--- config.mk ---
export PLATFORM = sky130hd
export DESIGN_NAME = delay_sweep_sched
export DESIGN_NICKNAME = d
export VERILOG_FILES = /design/src/rtl/delay_sweep_sched.sv
export SDC_FILE = /design/constraint.sdc
export NUM_CORES = 1
export LEC_CHECK = 0
export ABC_AREA = 1
export BUFFER_PORTS_ARGS = -buffer_cell sky130_fd_sc_hd__buf_4
export CORE_UTILIZATION = 25
export CTS_CLUSTER_DIAMETER = 100
export CTS_CLUSTER_SIZE = 24
export DETAILED_ROUTE_END_ITERATION = 16
export HOLD_SLACK_MARGIN = 0.06
export PLACE_DENSITY = 0.44
export SYNTH_ARGS = -nofsm -noshare
export SYNTH_HDL_FRONTEND = slang
export SYNTH_SLANG_ARGS = --single-unit
--- constraint.sdc ---
create_clock -name clk_pll -period 4 [get_ports clk_pll]
set_clock_uncertainty 0.15 [all_clocks]
set_input_delay 0.6 -clock clk_pll [delete_from_list [all_inputs] [get_ports clk_pll]]
set_output_delay 0.6 -clock clk_pll [all_outputs]
set_load 0.02 [all_outputs]
--- src/rtl/delay_sweep_sched.sv ---
// Delay-sweep scheduler: steps a pulse-generator delay word through n_points values,
// waiting one settling sync period and then gating n_avg recorded sync periods per point.
module delay_sweep_sched #(
    parameter int DW = 32,
    parameter int CW = 16
) (
    input  logic          clk_pll,
    input  logic          resetn,
    input  logic          start,
    input  logic          abort,
    input  logic [DW-1:0] del_start,
    input  logic [DW-1:0] del_step,
    input  logic [CW-1:0] n_points,
    input  logic [CW-1:0] n_avg,
    input  logic          sync_in,
    output logic [DW-1:0] delay_out,
    output logic          delay_load,
    output logic [CW-1:0] point_idx,
    output logic          record_gate,
    output logic          busy,
    output logic          done
);

    typedef enum logic [2:0] {
        ST_IDLE   = 3'd0,
        ST_LOAD   = 3'd1,
        ST_SETTLE = 3'd2,
        ST_AVG    = 3'd3,
        ST_DONE   = 3'd4
    } state_t;

    localparam logic [CW-1:0] CW_ZERO = {CW{1'b0}};
    localparam logic [CW-1:0] CW_ONE  = {{(CW-1){1'b0}}, 1'b1};

    state_t        state_r, state_next_s;
    logic          sync_d_r;
    logic          sync_edge_s;
    logic [DW-1:0] step_r, step_next_s;
    logic [CW-1:0] npts_r, npts_next_s;
    logic [CW-1:0] navg_r, navg_next_s;
    logic [CW-1:0] avg_cnt_r, avg_cnt_next_s;
    logic [DW-1:0] delay_out_r, delay_out_next_s;
    logic [CW-1:0] point_idx_r, point_idx_next_s;
    logic          delay_load_r, delay_load_next_s;
    logic          record_gate_r, record_gate_next_s;
    logic          busy_r, busy_next_s;
    logic          done_r, done_next_s;

    assign sync_edge_s = sync_in & ~sync_d_r;

    // Next-state and next-output decode; abort outranks every other event outside IDLE.
    always_comb begin
        state_next_s       = state_r;
        step_next_s        = step_r;
        npts_next_s        = npts_r;
        navg_next_s        = navg_r;
        avg_cnt_next_s     = avg_cnt_r;
        delay_out_next_s   = delay_out_r;
        point_idx_next_s   = point_idx_r;
        delay_load_next_s  = 1'b0;
        record_gate_next_s = 1'b0;
        done_next_s        = 1'b0;

        if (abort && (state_r != ST_IDLE)) begin
            state_next_s   = ST_IDLE;
            avg_cnt_next_s = CW_ZERO;
        end else begin
            case (state_r)
                ST_IDLE: begin
                    if (start) begin
                        step_next_s = del_step;
                        npts_next_s = n_points;
                        navg_next_s = n_avg;
                        if ((n_points == CW_ZERO) || (n_avg == CW_ZERO)) begin
                            state_next_s = ST_DONE;
                            done_next_s  = 1'b1;
                        end else begin
                            state_next_s      = ST_LOAD;
                            delay_out_next_s  = del_start;
                            point_idx_next_s  = CW_ZERO;
                            delay_load_next_s = 1'b1;
                        end
                    end else begin
                        state_next_s = ST_IDLE;
                    end
                end
                ST_LOAD: begin
                    // An edge coinciding with LOAD is ignored; SETTLE discards the next one.
                    state_next_s   = ST_SETTLE;
                    avg_cnt_next_s = CW_ZERO;
                end
                ST_SETTLE: begin
                    if (sync_edge_s) begin
                        state_next_s = ST_AVG;
                    end else begin
                        state_next_s = ST_SETTLE;
                    end
                end
                ST_AVG: begin
                    if (sync_edge_s && (avg_cnt_r == (navg_r - CW_ONE))) begin
                        avg_cnt_next_s = CW_ZERO;
                        if ((point_idx_r + CW_ONE) == npts_r) begin
                            state_next_s = ST_DONE;
                            done_next_s  = 1'b1;
                        end else begin
                            state_next_s      = ST_LOAD;
                            delay_out_next_s  = delay_out_r + step_r;
                            point_idx_next_s  = point_idx_r + CW_ONE;
                            delay_load_next_s = 1'b1;
                        end
                    end else if (sync_edge_s) begin
                        avg_cnt_next_s     = avg_cnt_r + CW_ONE;
                        record_gate_next_s = 1'b1;
                    end else begin
                        record_gate_next_s = 1'b1;
                    end
                end
                ST_DONE: begin
                    state_next_s = ST_IDLE;
                end
                default: begin
                    state_next_s = ST_IDLE;
                end
            endcase
        end

        busy_next_s = (state_next_s != ST_IDLE);
    end

    // State, latched sweep parameters, sync delay line and registered outputs.
    always_ff @(posedge clk_pll or negedge resetn) begin
        if (!resetn) begin
            state_r       <= ST_IDLE;
            sync_d_r      <= 1'b0;
            step_r        <= {DW{1'b0}};
            npts_r        <= CW_ZERO;
            navg_r        <= CW_ZERO;
            avg_cnt_r     <= CW_ZERO;
            delay_out_r   <= {DW{1'b0}};
            point_idx_r   <= CW_ZERO;
            delay_load_r  <= 1'b0;
            record_gate_r <= 1'b0;
            busy_r        <= 1'b0;
            done_r        <= 1'b0;
        end else begin
            state_r       <= state_next_s;
            sync_d_r      <= sync_in;
            step_r        <= step_next_s;
            npts_r        <= npts_next_s;
            navg_r        <= navg_next_s;
            avg_cnt_r     <= avg_cnt_next_s;
            delay_out_r   <= delay_out_next_s;
            point_idx_r   <= point_idx_next_s;
            delay_load_r  <= delay_load_next_s;
            record_gate_r <= record_gate_next_s;
            busy_r        <= busy_next_s;
            done_r        <= done_next_s;
        end
    end

    assign delay_out   = delay_out_r;
    assign delay_load  = delay_load_r;
    assign point_idx   = point_idx_r;
    assign record_gate = record_gate_r;
    assign busy        = busy_r;
    assign done        = done_r;

endmodule

=== Word level (Yosys, flattened, before mapping) ===
Index checks and enable logic that the tools add are counted.
W data, S select, Z words.

* Add/sub/neg operators: 4
* Multipliers: 0
* Divide/modulo/power cells: 0
* Magnitude comparators: 0
* Equality and inequality tests: 10
* Shifts and indexed selects: 0
* Multiplexer cells: 36
* Bitwise gates (word level): 3
* Reduce and logical (&&, ||, !) cells: 13

{| class="wikitable"
|+ Operators with widths
! kind !! count
|-
| $mux W32 || 4
|-
| $mux W16 || 7
|-
| $pmux W16 S2 || 2
|-
| $pmux W32 S2 || 1
|-
| $add A16 B1 Y16 const B || 2
|-
| $add A32 B32 Y32 || 1
|-
| $eq A16 B16 Y1 || 2
|-
| $logic_not A16 Y1 || 2
|-
| $sub A16 B1 Y16 const B || 1
|-
| $mux W3 || 5
|-
| $mux W1 || 14
|-
| $pmux W3 S4 || 1
|-
| $reduce_bool A3 Y1 || 3
|-
| $ne A2 B2 Y1 const B || 4
|-
| $eq A3 B2 Y1 const B || 2
|-
| $reduce_and A6 Y1 || 1
|-
| $ne A4 B4 Y1 const B || 1
|-
| $pmux W1 S2 || 2
|-
| $eq A3 B1 Y1 const B || 1
|-
| $logic_not A3 Y1 || 1
|-
| $reduce_and A3 Y1 || 1
|-
| $logic_and A1 B1 Y1 || 2
|-
| $not A1 Y1 || 2
|-
| $reduce_and A2 Y1 || 1
|-
| other kinds (3) || 3
|}

* Bits in registers: 136
* Latch bits: 0
* Bits in writable memories: 0
* ROM bits: 0
* Input bits: 101
* Output and inout bits: 52
* Logic and storage cells: 78
* Memories kept: 0

=== Depth between registers and ports, before layout ===
Gate-level depths: netlist (run 1).

* Depth in word-level cells: 7
* Gate-level depth with buffers: 21
* Mapped depth without buffers: 19

=== Worst setup path before layout (run 1) ===
Ideal clock, no wire load.

* Path type: flip-flop to flip-flop
* Start point: register point_idx_r[0], in the netlist point_idx[0]
* End point: register delay_out_r[5], in the netlist delay_out[5]
* Setup time: 0.117 ns
* Arrival time: 2.316 ns
* Data required time: 3.733 ns
* Setup slack: 1.417 ns
* Stages on the path, launching flop included: 21
* Buffers on the path: 2
* Clock period less this slack: 2.583 ns
* Path through: dfrtp_1 -> ha_1 -> inv_1 -> nor2_2 -> nand3_1 -> nand2_1 -> nand2_1 -> nand2_1 -> nand3_1 -> nor2_1 -> inv_1 -> nor2_1 -> nand2_1 -> nand2_1 -> nand2_1 -> nand2_2 -> inv_2 -> buf_6 -> buf_6 -> nand2_1 -> nand2_1

* Longest elaborated chain between the ends: 4

{| class="wikitable"
|+ Ends and longest elaborated chain
! element !! line !! text
|-
| from (decl) || 43 || <nowiki>logic [CW-1:0] point_idx_r, point_idx_next_s;</nowiki>
|-
| from (signal assigned) || 153 || <nowiki>point_idx_r <= point_idx_next_s;</nowiki>
|-
| $add A16 B1 Y16 || 102 || <nowiki>if ((point_idx_r + CW_ONE) == npts_r) begin</nowiki>
|-
| $eq A16 B16 Y1 || 102 ||
|-
| $ne A2 B2 Y1 (no source line) || n/a ||
|-
| $reduce_and A6 Y1 (no source line) || n/a ||
|-
| to (signal assigned) || 139 || <nowiki>delay_out_r <= {DW{1'b0}};</nowiki>
|-
| to (signal assigned) || 152 || <nowiki>delay_out_r <= delay_out_next_s;</nowiki>
|-
| to (decl) || 42 || <nowiki>logic [DW-1:0] delay_out_r, delay_out_next_s;</nowiki>
|}

No other way between the ends.
A chain may end at the register's enable or synchronous reset.

=== Worst setup path after layout (run 1) ===
* Start point: register point_idx_r[0], in the netlist point_idx[0]
* End point: register delay_out_r[14], in the netlist delay_out[14]

The elaborated chain is that of the path after synthesis.

==> results.yml, run 1 <==
floorplanning:
  rows: 69
  initial_core_util_pct: 25.66
  die_height_um: 194.0
  core_um2: 35910
  dieArea_um2: 37640
  num_io_pins: 153
  die_x_um: 194.0
drt:
  initialDrtViolationCount: 521
  wl_per_cell_um: 16.11
  viasPerCell: 4.628
  remaining_drc_errors: 0
  drtPass1Iterations: 5
  routed_wl_mm: 32.13
  ant_nets: 0
  via_count: 9229
pwr:
  cellPowerDensity_nw_per_um2: 741.5
  switching_power_mw: 4.049
  p_sw_share_pct: 47.71
  p_seq_share_pct: 27.8
  comb_power_share_pct: 53.6
  p_int_mw: 4.438
  ir_drop_uv: 322.4
  power.leakage_nw: 5.863
  pwr-share-clk_pct: 18.7
worst_hold_path:
  holdCritPathClass: "input pin to async pin"
global_route:
  grt_start_max_net_pins: 83
  grt_pass1_wl_mm: 51.37
  gr-total-overflow: 0
  grt_pass1_vias: 9188
  antenna_found_initial: 0
  grtUsageTotal_pct: 17.41
clocking:
  clk-insertion-delay-late_ns: 0.45
  htree_levels: 4
  cts_hold_buffers: 0
  post_cts_resize_count: 0
  cts_buffers: 17
  clock_sink_count: 136
  cts_tree: "built"
  clock_path_buffers: 2
  cts_root_buffer: "clkbuf_16"
  cts_setup_buffers: 0
  path_clk_slew_ns: 0.06
logic_synthesis:
  ys_ff_latch: 136
  yosysWarnings: 0
  synthesis.nets: 1508
  synthDistinctLibCells: 42
  synth_ff_type: "dfrtp_1"
  synth_edf_count: 0
  synth.avg_cell_area_um2: 6.717
  syn_area_um2: 9216
  synthCells: 1372
  ys_seq_area_share_pct: 36.93
  async_flop_share_pct: 100.0
timing:
  hold-worst-slack_ns: 0.07505
  rsz0062_at_grt: "no"
  fin_crit_sh_pct: 76.90
  slew_headroom_pct: 41.39
  max_freq_mhz: 325.1
  setup-tns-final_ns: 0
  fin_crit_ns: 3.076
  worst_pin_slew_ns: 0.8791
  drv_slew: 0
  setup_viol: 0
  timing.final.hold_violations: 0
job:
  cap_violations: 0
placed_design:
  io_buffers: 152
  gp_congestion: 0.8880
  dp_hpwl_mm: 24.71
setup_path:
  cp.required_ns: 4.16
  critPathKind: "flip-flop to flip-flop"
  cpPeakStageDelay_ns: 0.48
  path_common_cell: "nand2_1"
  cp_num_buf_inv: 3
  worstSetupStartpointType: "flip-flop"
  crit_slowest_cell: "dfrtp_1"
  endpoint_kind: "flip-flop"
  crit_fanout: 48
  crit_family: "simple AND/OR/NAND/NOR gates"
  path_cells: "ha_1 -> inv_1 -> nor2_2 -> nand4_1 -> nand3_1 -> nand3_1 -> nor2_1 -> inv_1 -> nor2_1 -> nand2_1 -> nand2_1 -> nand2_1 -> nand2_2 -> buf_4 -> o21ai_0"
  arrival_ns: 3.23
final_layout:
  area_delta_synth_final_pct: 24.18
  nNetsFinal: 1656
  fill_cells: 3997
  drive_above_1_share_pct: 14.35
  diodes: 0
run_status:
  status: "complete, no violations"
-- kinds of logic (layout without fill, tap and decap cells) --
logic type,count (synthesis),after routing,synth area share (%)
AO/OA/AOI/OAI,167,167,10.15
buffers and inverters,148,309,6.449
flip-flops,136,136,36.93
adder cells (fa/ha/maj),35,35,4.833
AND/OR/NAND/NOR,859,859,38.89
multiplexers,2,2,0.2172
XOR/XNOR,25,25,2.525
-- synthesized netlist by cell type, types with 2 or more instances --
library cell,instances,area [um2]
nand2_1,561,2106
dfrtp_1,136,3403
inv_1,114,427.9
nor2_1,111,416.7
nand3_1,103,515.5
o21ai_0,79,395.4
a21oi_1,49,245.2
ha_1,34,425.4
nand4_1,25,156.4
clkbuf_1,21,78.83
nand3b_1,13,97.59
xnor2_1,12,105.1
xor2_1,12,105.1
nor4_1,11,68.82
or2_2,11,68.82
nor3_1,9,45.04
a21o_1,7,52.55
a31oi_1,7,43.79
o21bai_1,7,52.55
nor2_2,5,31.28
o21a_1,5,37.54
buf_2,4,20.02
buf_6,4,45.04
nand2_2,4,25.02
nor2_4,3,33.78
o211a_1,3,30.03
and3_1,2,12.51
buf_1,2,7.510
inv_2,2,7.510
mux2i_1,2,20.02
o211ai_1,2,15.01
o31ai_1,2,15.01
-- cell usage in the layout (no fill, tap or decap), types with 12 or more instances in the layout --
cell,netlist,layout
inv_1,114,113
xor2_1,12,12
nor2_1,111,111
xnor2_1,12,12
nand4_1,25,25
nand3_1,103,103
clkbuf_16,0,17
buf_4,1,159
ha_1,34,34
dfrtp_1,136,136
o21ai_0,79,79
a21oi_1,49,49
nand2_1,561,559
nand3b_1,13,13
-- stage by stage --
step / power (mW) / utilization (%) / instance area [um2] / setup WS [ns] / instances
floorplan: 5.441 / - / 9216 / 1.417 / 1372
global placement: 6.926 / 30.25 / 10860 / 0.9098 / 1962
detailed placement: 6.952 / 30.25 / 10860 / 0.8891 / 1962
CTS: 8.604 / 31.87 / 11440 / 0.8674 / 1994
global route: 9.332 / 31.87 / 11440 / 0.4542 / 1994
finish: 8.487 / 31.87 / 11440 / 0.9239 / 1994
-- sequential cells by signal, summed over array words and instances, names as in the netlist, 3 cells and up --
register   count
avg_cnt_r     16
point_idx     16
navg_r        16
delay_out     32
step_r        32
state_r        3
npts_r        16
-- worst reg2reg max path, cell delays in order, from the launching register on --
cell     delay, ns
dfrtp_1       0.48
ha_1          0.33
inv_1         0.12
nor2_2        0.22
nand4_1       0.24
nand3_1       0.17
nand3_1       0.09
nor2_1        0.12
inv_1         0.06
nor2_1        0.09
nand2_1       0.07
nand2_1       0.08
nand2_1       0.06
nand2_2       0.09
buf_4         0.40
o21ai_0       0.16
-- area by class of cell --
cell class	instances	area, um2	area share [%]
clock buffer	25	515.5	4.504
clock inverter	7	65.06	0.5685
inverter	116	435.4	3.805
multi-input combinational	1088	5224	45.64
sequential	136	3403	29.74
tap	461	576.8	5.040
timing repair buffer	161	1225	10.70
-- routing by layer --
layer	GRT usage [%]	wire length, um	part of all wire [%]
met1	24.29	16100	50
met5	0	0	0
met3	3.688	1344	4.2
met2	27.16	14210	44
met4	4.409	483	1.5
-- power groups by stage --
stage / combinational [mW] / sequential, mW / clock [mW]
2_1_floorplan: 3.04 / 2.40 / 0
3_3_place_gp: 4.54 / 2.39 / 0
3_5_place_dp: 4.57 / 2.38 / 0
4_1_cts: 4.59 / 2.37 / 1.64
5_1_grt: 5.21 / 2.43 / 1.69
6_report: 4.55 / 2.36 / 1.58
-- worst paths after layout --
kind	from	endpoint	slack [ns]	cells past startpoint
worst min register to register	step_r[30]	step_r[30]	0.34	2
worst min-delay path	resetn	step_r[20]	0.08	1
max in group asynchronous	resetn	npts_r[3]	2.81	2
min in group clk_pll	sync_in	sync_d_r	0.13	1
worst max-delay path	point_idx[0]	delay_out[14]	0.92	15
worst max register to register	point_idx[0]	delay_out[14]	0.92	15
Note: power is estimated with default switching activity, not from simulation.
==> run 2, diff against run 1 <==
Clock period 4 ns to 3 ns, I/O delays scaled along.
==> run 2 against run 1 <==
Combinational power rose by 38%. Critical path depth rose by 1. Worst hold slack improved by 0.0051 ns. Core utilization rose by 1.7 points. Wire length rose by 2.4%. Fmax rose by 12%. Flip-flop and latch count did not move. Via count rose by 1.8%. Critical path type unchanged.
==> results.yml, run 2 (synthesized netlist as in run 1, its figures left out) <==
run_status:
  status: "complete, no violations"
setup_path:
  path_common_cell: "nand2_1"
  critPathKind: "flip-flop to flip-flop"
  cpPeakStageDelay_ns: 0.41
  worstSetupStartpointType: "flip-flop"
  crit_family: "simple AND/OR/NAND/NOR gates"
  arrival_ns: 2.92
  path_cells: "ha_1 -> inv_1 -> fa_1 -> nand3b_1 -> nand2_1 -> nand4_1 -> nand2_1 -> nand2_1 -> nand2_1 -> nand3_1 -> nand2_1 -> nand2_1 -> nand3_1 -> nand2_1 -> nand2_1 -> nand2_1"
  crit_slowest_cell: "fa_1"
  cp_num_buf_inv: 1
  cp.required_ns: 3.18
  crit_fanout: 5
  endpoint_kind: "flip-flop"
clocking:
  cts_root_buffer: "clkbuf_16"
  clock_path_buffers: 2
  path_clk_slew_ns: 0.06
  cts_setup_buffers: 0
  htree_levels: 4
  cts_tree: "built"
  cts_buffers: 17
  clock_sink_count: 136
  clk-insertion-delay-late_ns: 0.44
final_layout:
  final_cell_mix: "nand2_1 (558), buf_4 (171), dfrtp_1 (134), inv_1 (112), nor2_1 (109)"
  multi_input_area_um2: 5241
  final_core_util_pct: 33.58
  drive_above_1_share_pct: 15.35
  diodes: 0
  nNetsFinal: 1706
  stdcell_count: 2044
  regArea_um2: 3406
  layout_commonest_cell: "nand2_1"
  fill_cells: 3959
  fin_area_um2: 12060
  area_delta_synth_final_pct: 30.84
placed_design:
  post_dp_cell_area_um2: 10970
  gp_congestion: 0.8897
  dp.cells: 1975
  dp_hpwl_mm: 24.77
  io_buffers: 152
  pre_cts_ws_ns: 0.08005
drt:
  routed_wl_mm: 32.90
  initialDrtViolationCount: 535
  viasPerCell: 4.597
  remaining_drc_errors: 0
  wl_per_cell_um: 16.09
  drtPass1Iterations: 6
  ant_nets: 0
  via_count: 9397
job:
  cap_violations: 0
pwr:
  power.leakage_nw: 6.144
  cellPowerDensity_nw_per_um2: 975.3
  totalPowerFinal_mw: 11.76
  ir_drop_uv: 456.7
timing:
  drv_slew: 0
  slew_headroom_pct: 53.08
  setup_viol: 0
  rsz0062_at_grt: "no"
  worst_pin_slew_ns: 0.7039
  fin_crit_ns: 2.737
  setup_ws_ns: 0.2627
  setup-tns-final_ns: 0
  hold-worst-slack_ns: 0.08013
  fin_crit_sh_pct: 91.24
  timing.final.hold_violations: 0
  max_freq_mhz: 365.3
global_route:
  grt_pass1_wl_mm: 51.48
  gr-total-overflow: 0
  antenna_found_initial: 0
  grt_start_max_net_pins: 70
  grt_pass1_vias: 9470
  grtUsageTotal_pct: 17.44
floorplanning:
  die_height_um: 194.0
  rows: 69
  core_um2: 35910
  initial_core_util_pct: 25.66
  dieArea_um2: 37640
  die_x_um: 194.0
  num_io_pins: 153
worst_hold_path:
  holdCritPathClass: "input pin to flip-flop"
run 2: cell count changes in the layout (fill, tap and decap cells not counted), sizes merged:
cell,previous run,this run
clkbuf,25,22
bufinv,1,5
buf,161,175
dlygate4sd3,0,34
clkinv,4,5
run 2: worst reg2reg max path: cells and delay by family (launching register included):
kind	cells	cell delay [ns]
buffers and inverters	1	0.06
AND/OR/NAND/NOR	13	1.40
flip-flops	1	0.39
adder cells (fa/ha/maj)	2	0.62
run 2: report_power, final:
part | switching [mW] | internal, mW
logic | 3.97 | 2.28
clock network | 0.859 | 1.52
registers | 0.633 | 2.50
run 2: what timing repair did:
action,in CTS,in global routing
resized for setup,0,12
endpoints found under the setup margin,0,64
hold buffers,34,0
hold endpoints to repair,99,0
run 2: worst paths after layout:
| kind | start | to | slack, ns | depth (start not counted) |
|---|---|---|---|---|
| hold reg to reg | step_r[21] | step_r[21] | 0.34 | 2 |
| max in group asynchronous | resetn | point_idx[0] | 1.49 | 3 |
| setup / recovery | delay_out[0] | delay_out[28] | 0.26 | 16 |
| min in group asynchronous | resetn | delay_out[21] | 0.46 | 2 |
| hold / removal | del_step[20] | step_r[20] | 0.08 | 3 |
| setup reg to reg | delay_out[0] | delay_out[28] | 0.26 | 16 |
run 2: final cells by class:
| type | instances | share of cell area (%) |
|---|---|---|
| Multi-Input combinational cell | 1088 | 43.46 |
| Sequential cell | 136 | 28.24 |
| Timing Repair Buffer | 211 | 14.43 |
| Tap cell | 461 | 4.783 |
| Clock buffer | 20 | 3.787 |
| Inverter | 116 | 3.652 |
| Clock inverter | 12 | 1.639 |
run 2: metal layers:
metal	part of all wire, %	global-route usage, %
met3	3.4	3.583
met1	50	24.12
met4	2.1	4.821
met2	44	27.40
met5	0	0
==> run 3, diff against run 2 <==
Settings changed: ABC_AREA 1 to not set.
==> run 3 against run 2 <==
Register-to-register slack worse by 0.72 ns. Largest power group unchanged. Fmax is 21% lower. Die area is 8.5% lower. Area after synthesis is 8.6% lower. Highest routed layer unchanged. Setup slack worse by 0.72 ns. The run now ends with negative setup slack left. Clock power hardly changed. First-iteration DRC count is 29% lower. Critical path depth is 3 lower. Worst hold slack better by 0.0088 ns.
==> results.yml, run 3 <==
placed_design:
  dp_hpwl_mm: 19.77
  dp.cells: 1624
  post_dp_cell_area_um2: 11440
  gp_congestion: 0.7934
  io_buffers: 152
final_layout:
  nNetsFinal: 1370
  layout_commonest_cell: "buf_4"
  fin_area_um2: 13010
  drive_above_1_share_pct: 43.87
  final_core_util_pct: 39.57
  area_delta_synth_final_pct: 54.37
  stdcell_count: 1691
  final_cell_mix: "buf_4 (313), dfrtp_1 (131), nand2_1 (66), nor2_1 (62), a21oi_1 (60)"
pwr:
  totalPowerFinal_mw: 13.76
  cellPowerDensity_nw_per_um2: 1058
  power.leakage_nw: 5.789
  ir_drop_uv: 469.3
timing:
  rsz0062_at_grt: "yes"
  worst_pin_slew_ns: 0.7239
  fin_crit_sh_pct: 115.1
  fin_crit_ns: 3.453
  drv_slew: 0
  timing.final.hold_violations: 0
  setup_ws_ns: -0.4526
  setup_viol: 70
  slew_headroom_pct: 51.74
  max_freq_mhz: 289.6
logic_synthesis:
  ys_ff_latch: 136
  synth_most_common_cell: "dfrtp_1"
  synthTopCellsByArea: "dfrtp_1 (40%), mux2_2 (8.2%), ha_1 (5.0%)"
  synthCells: 905
  synthesis.nets: 1041
  synth.avg_cell_area_um2: 9.310
  ys_top_cells_by_count: "dfrtp_1 (136), nor2_1 (83), o21ai_0 (74), a21oi_1 (71), nand2_1 (71)"
  synth_top_family_by_area: "compound AO/OA/AOI/OAI gates"
  synth-simple-area-share_pct: 17.52
  synth-xor-area-share_pct: 6.861
  synth_compound_area_share_pct: 17.98
  ys_seq_area_share_pct: 40.39
  async_flop_share_pct: 100.0
  synth_top_area_share_pct: 40.39
  synth_ff_type: "dfrtp_1"
  synth_edf_count: 0
  synth_area_leader_cell: "dfrtp_1"
  syn_area_um2: 8426
  synthMuxAreaShare_pct: 8.747
  synth_fa_ha_area_share_pct: 5.287
  synthDistinctLibCells: 72
  yosysWarnings: 0
setup_path:
  cp.required_ns: 3.23
  critPathKind: "flip-flop to flip-flop"
  cpPeakStageDelay_ns: 0.54
  arrival_ns: 3.68
  path_cells: "inv_2 -> ha_4 -> or4b_4 -> nor4b_4 -> mux2i_1 -> mux2i_1 -> a32oi_1 -> nor4_4 -> or4b_4 -> buf_12 -> buf_6 -> nor4_2 -> a21o_1"
  endpoint_kind: "flip-flop"
  crit_fanout: 6
  crit_slowest_cell: "or4b_4"
  crit_family: "simple AND/OR/NAND/NOR gates"
  cp_num_buf_inv: 3
  worstSetupStartpointType: "flip-flop"
drt:
  remaining_drc_errors: 0
  viasPerCell: 4.755
  wl_per_cell_um: 16.56
  ant_nets: 0
  via_count: 8040
  routed_wl_mm: 28.00
  drtPass1Iterations: 5
  initialDrtViolationCount: 379
clocking:
  cts_buffers: 17
  clock_path_buffers: 2
  htree_levels: 4
  path_clk_slew_ns: 0.07
  cts_root_buffer: "clkbuf_16"
  clock_sink_count: 136
  cts_tree: "built"
  clk-insertion-delay-late_ns: 0.44
global_route:
  grt_pass1_wl_mm: 43.88
  grtUsageTotal_pct: 16.80
  antenna_found_initial: 0
  grt_start_max_net_pins: 72
  gr-total-overflow: 0
  grt_pass1_vias: 8093
worst_hold_path:
  holdCritPathClass: "input pin to flip-flop"
job:
  cap_violations: 0
floorplanning:
  die_height_um: 185.6
  num_io_pins: 153
  rows: 66
  core_um2: 32870
  die_x_um: 185.6
  initial_core_util_pct: 25.64
  dieArea_um2: 34440
run_status:
  status: "complete, but fails checks"
  failed_checks: "negative setup slack"
==> run 3: cell count changes after synthesis, moves of 17 or more <==
cell and delta:
a21oi_1 +22, inv_1 -93, a21o_1 +17, mux2_2 +61
nand2_1 -490, nor2_1 -28, nand3_1 -81, xnor2_1 +26
==> run 3: through the flow <==
step,hold slack [ns],setup WS [ns],TNS [ns]
floorplan,0.004409,-0.2609,-10.50
global placement,0.3117,-0.4711,-25.39
detailed placement,0.3098,-0.5015,-26.19
CTS,0.06037,-0.4466,-21.00
global route,0.06649,-0.6225,-32.29
finish,0.08891,-0.4526,-21.82
==> run 3: worst register-to-register path, delay by kind of cell, from the launching register on <==
family                     cells  cell delay [ns]
and+or+nand+nor                5             1.88
DFF                            1             0.39
buffers and inverters          3             0.36
muxes                          2             0.28
AOI/OAI and AO/OA              2             0.21
adders and majority gates      1             0.13
==> run 3: kinds of logic after synthesis <==
kind of cell               Yosys count
AOI/OAI and AO/OA                  249
and+or+nand+nor                    289
muxes                               66
xor gates and xnor gates            66
DFF                                136
adders and majority gates           35
buffers and inverters               64
==> run 3: cell type report <==
cell class	count	area (um2)
clock buffer	19	452.9
antenna	2	5.005
multi-input combinational	705	5253
inverter	21	81.33
tap	442	553.0
sequential	136	3410
fill	3352	19860
clock inverter	13	193.9
timing repair buffer	353	3058
==> run 3: metal layers <==
layer | vias up | GRT usage [%] | share of wire [%]
met5 | - | 0 | 0
met2 | 169 | 26.58 | 45
met3 | 31 | 4.500 | 5.2
met4 | 0 | 4.492 | 1.3
met1 | 3874 | 22.44 | 48
li1 | 3966 | - | -
==> run 3: where the power goes <==
group,total [mW],switching [mW],internal (mW)
Combinational,8.28,4.02,4.26
Sequential,3.12,0.607,2.52
Clock,2.36,0.912,1.44
Total,13.8,5.54,8.22
==> run 3: worst paths after layout <==
kind                               start             to  slack (ns)  cells past startpoint
min in group asynchronous         resetn     navg_r[13]        0.40                      2
hold / removal               n_points[5]      npts_r[5]        0.09                      3
setup reg to reg               navg_r[1]  point_idx[11]       -0.45                     13
max in group asynchronous         resetn     state_r[1]        1.61                      3
hold reg to reg            avg_cnt_r[15]  avg_cnt_r[15]        0.34                      1
setup / recovery               navg_r[1]  point_idx[11]       -0.45                     13
==> run 3: what timing repair did <==
item,CTS,global route
setup endpoints to repair,69,71
hold buffers,3,0
hold endpoints to repair,54,0
gates resized for setup,110,12
pin swaps,36,8
buffers inserted,17,5
gates cloned,10,0
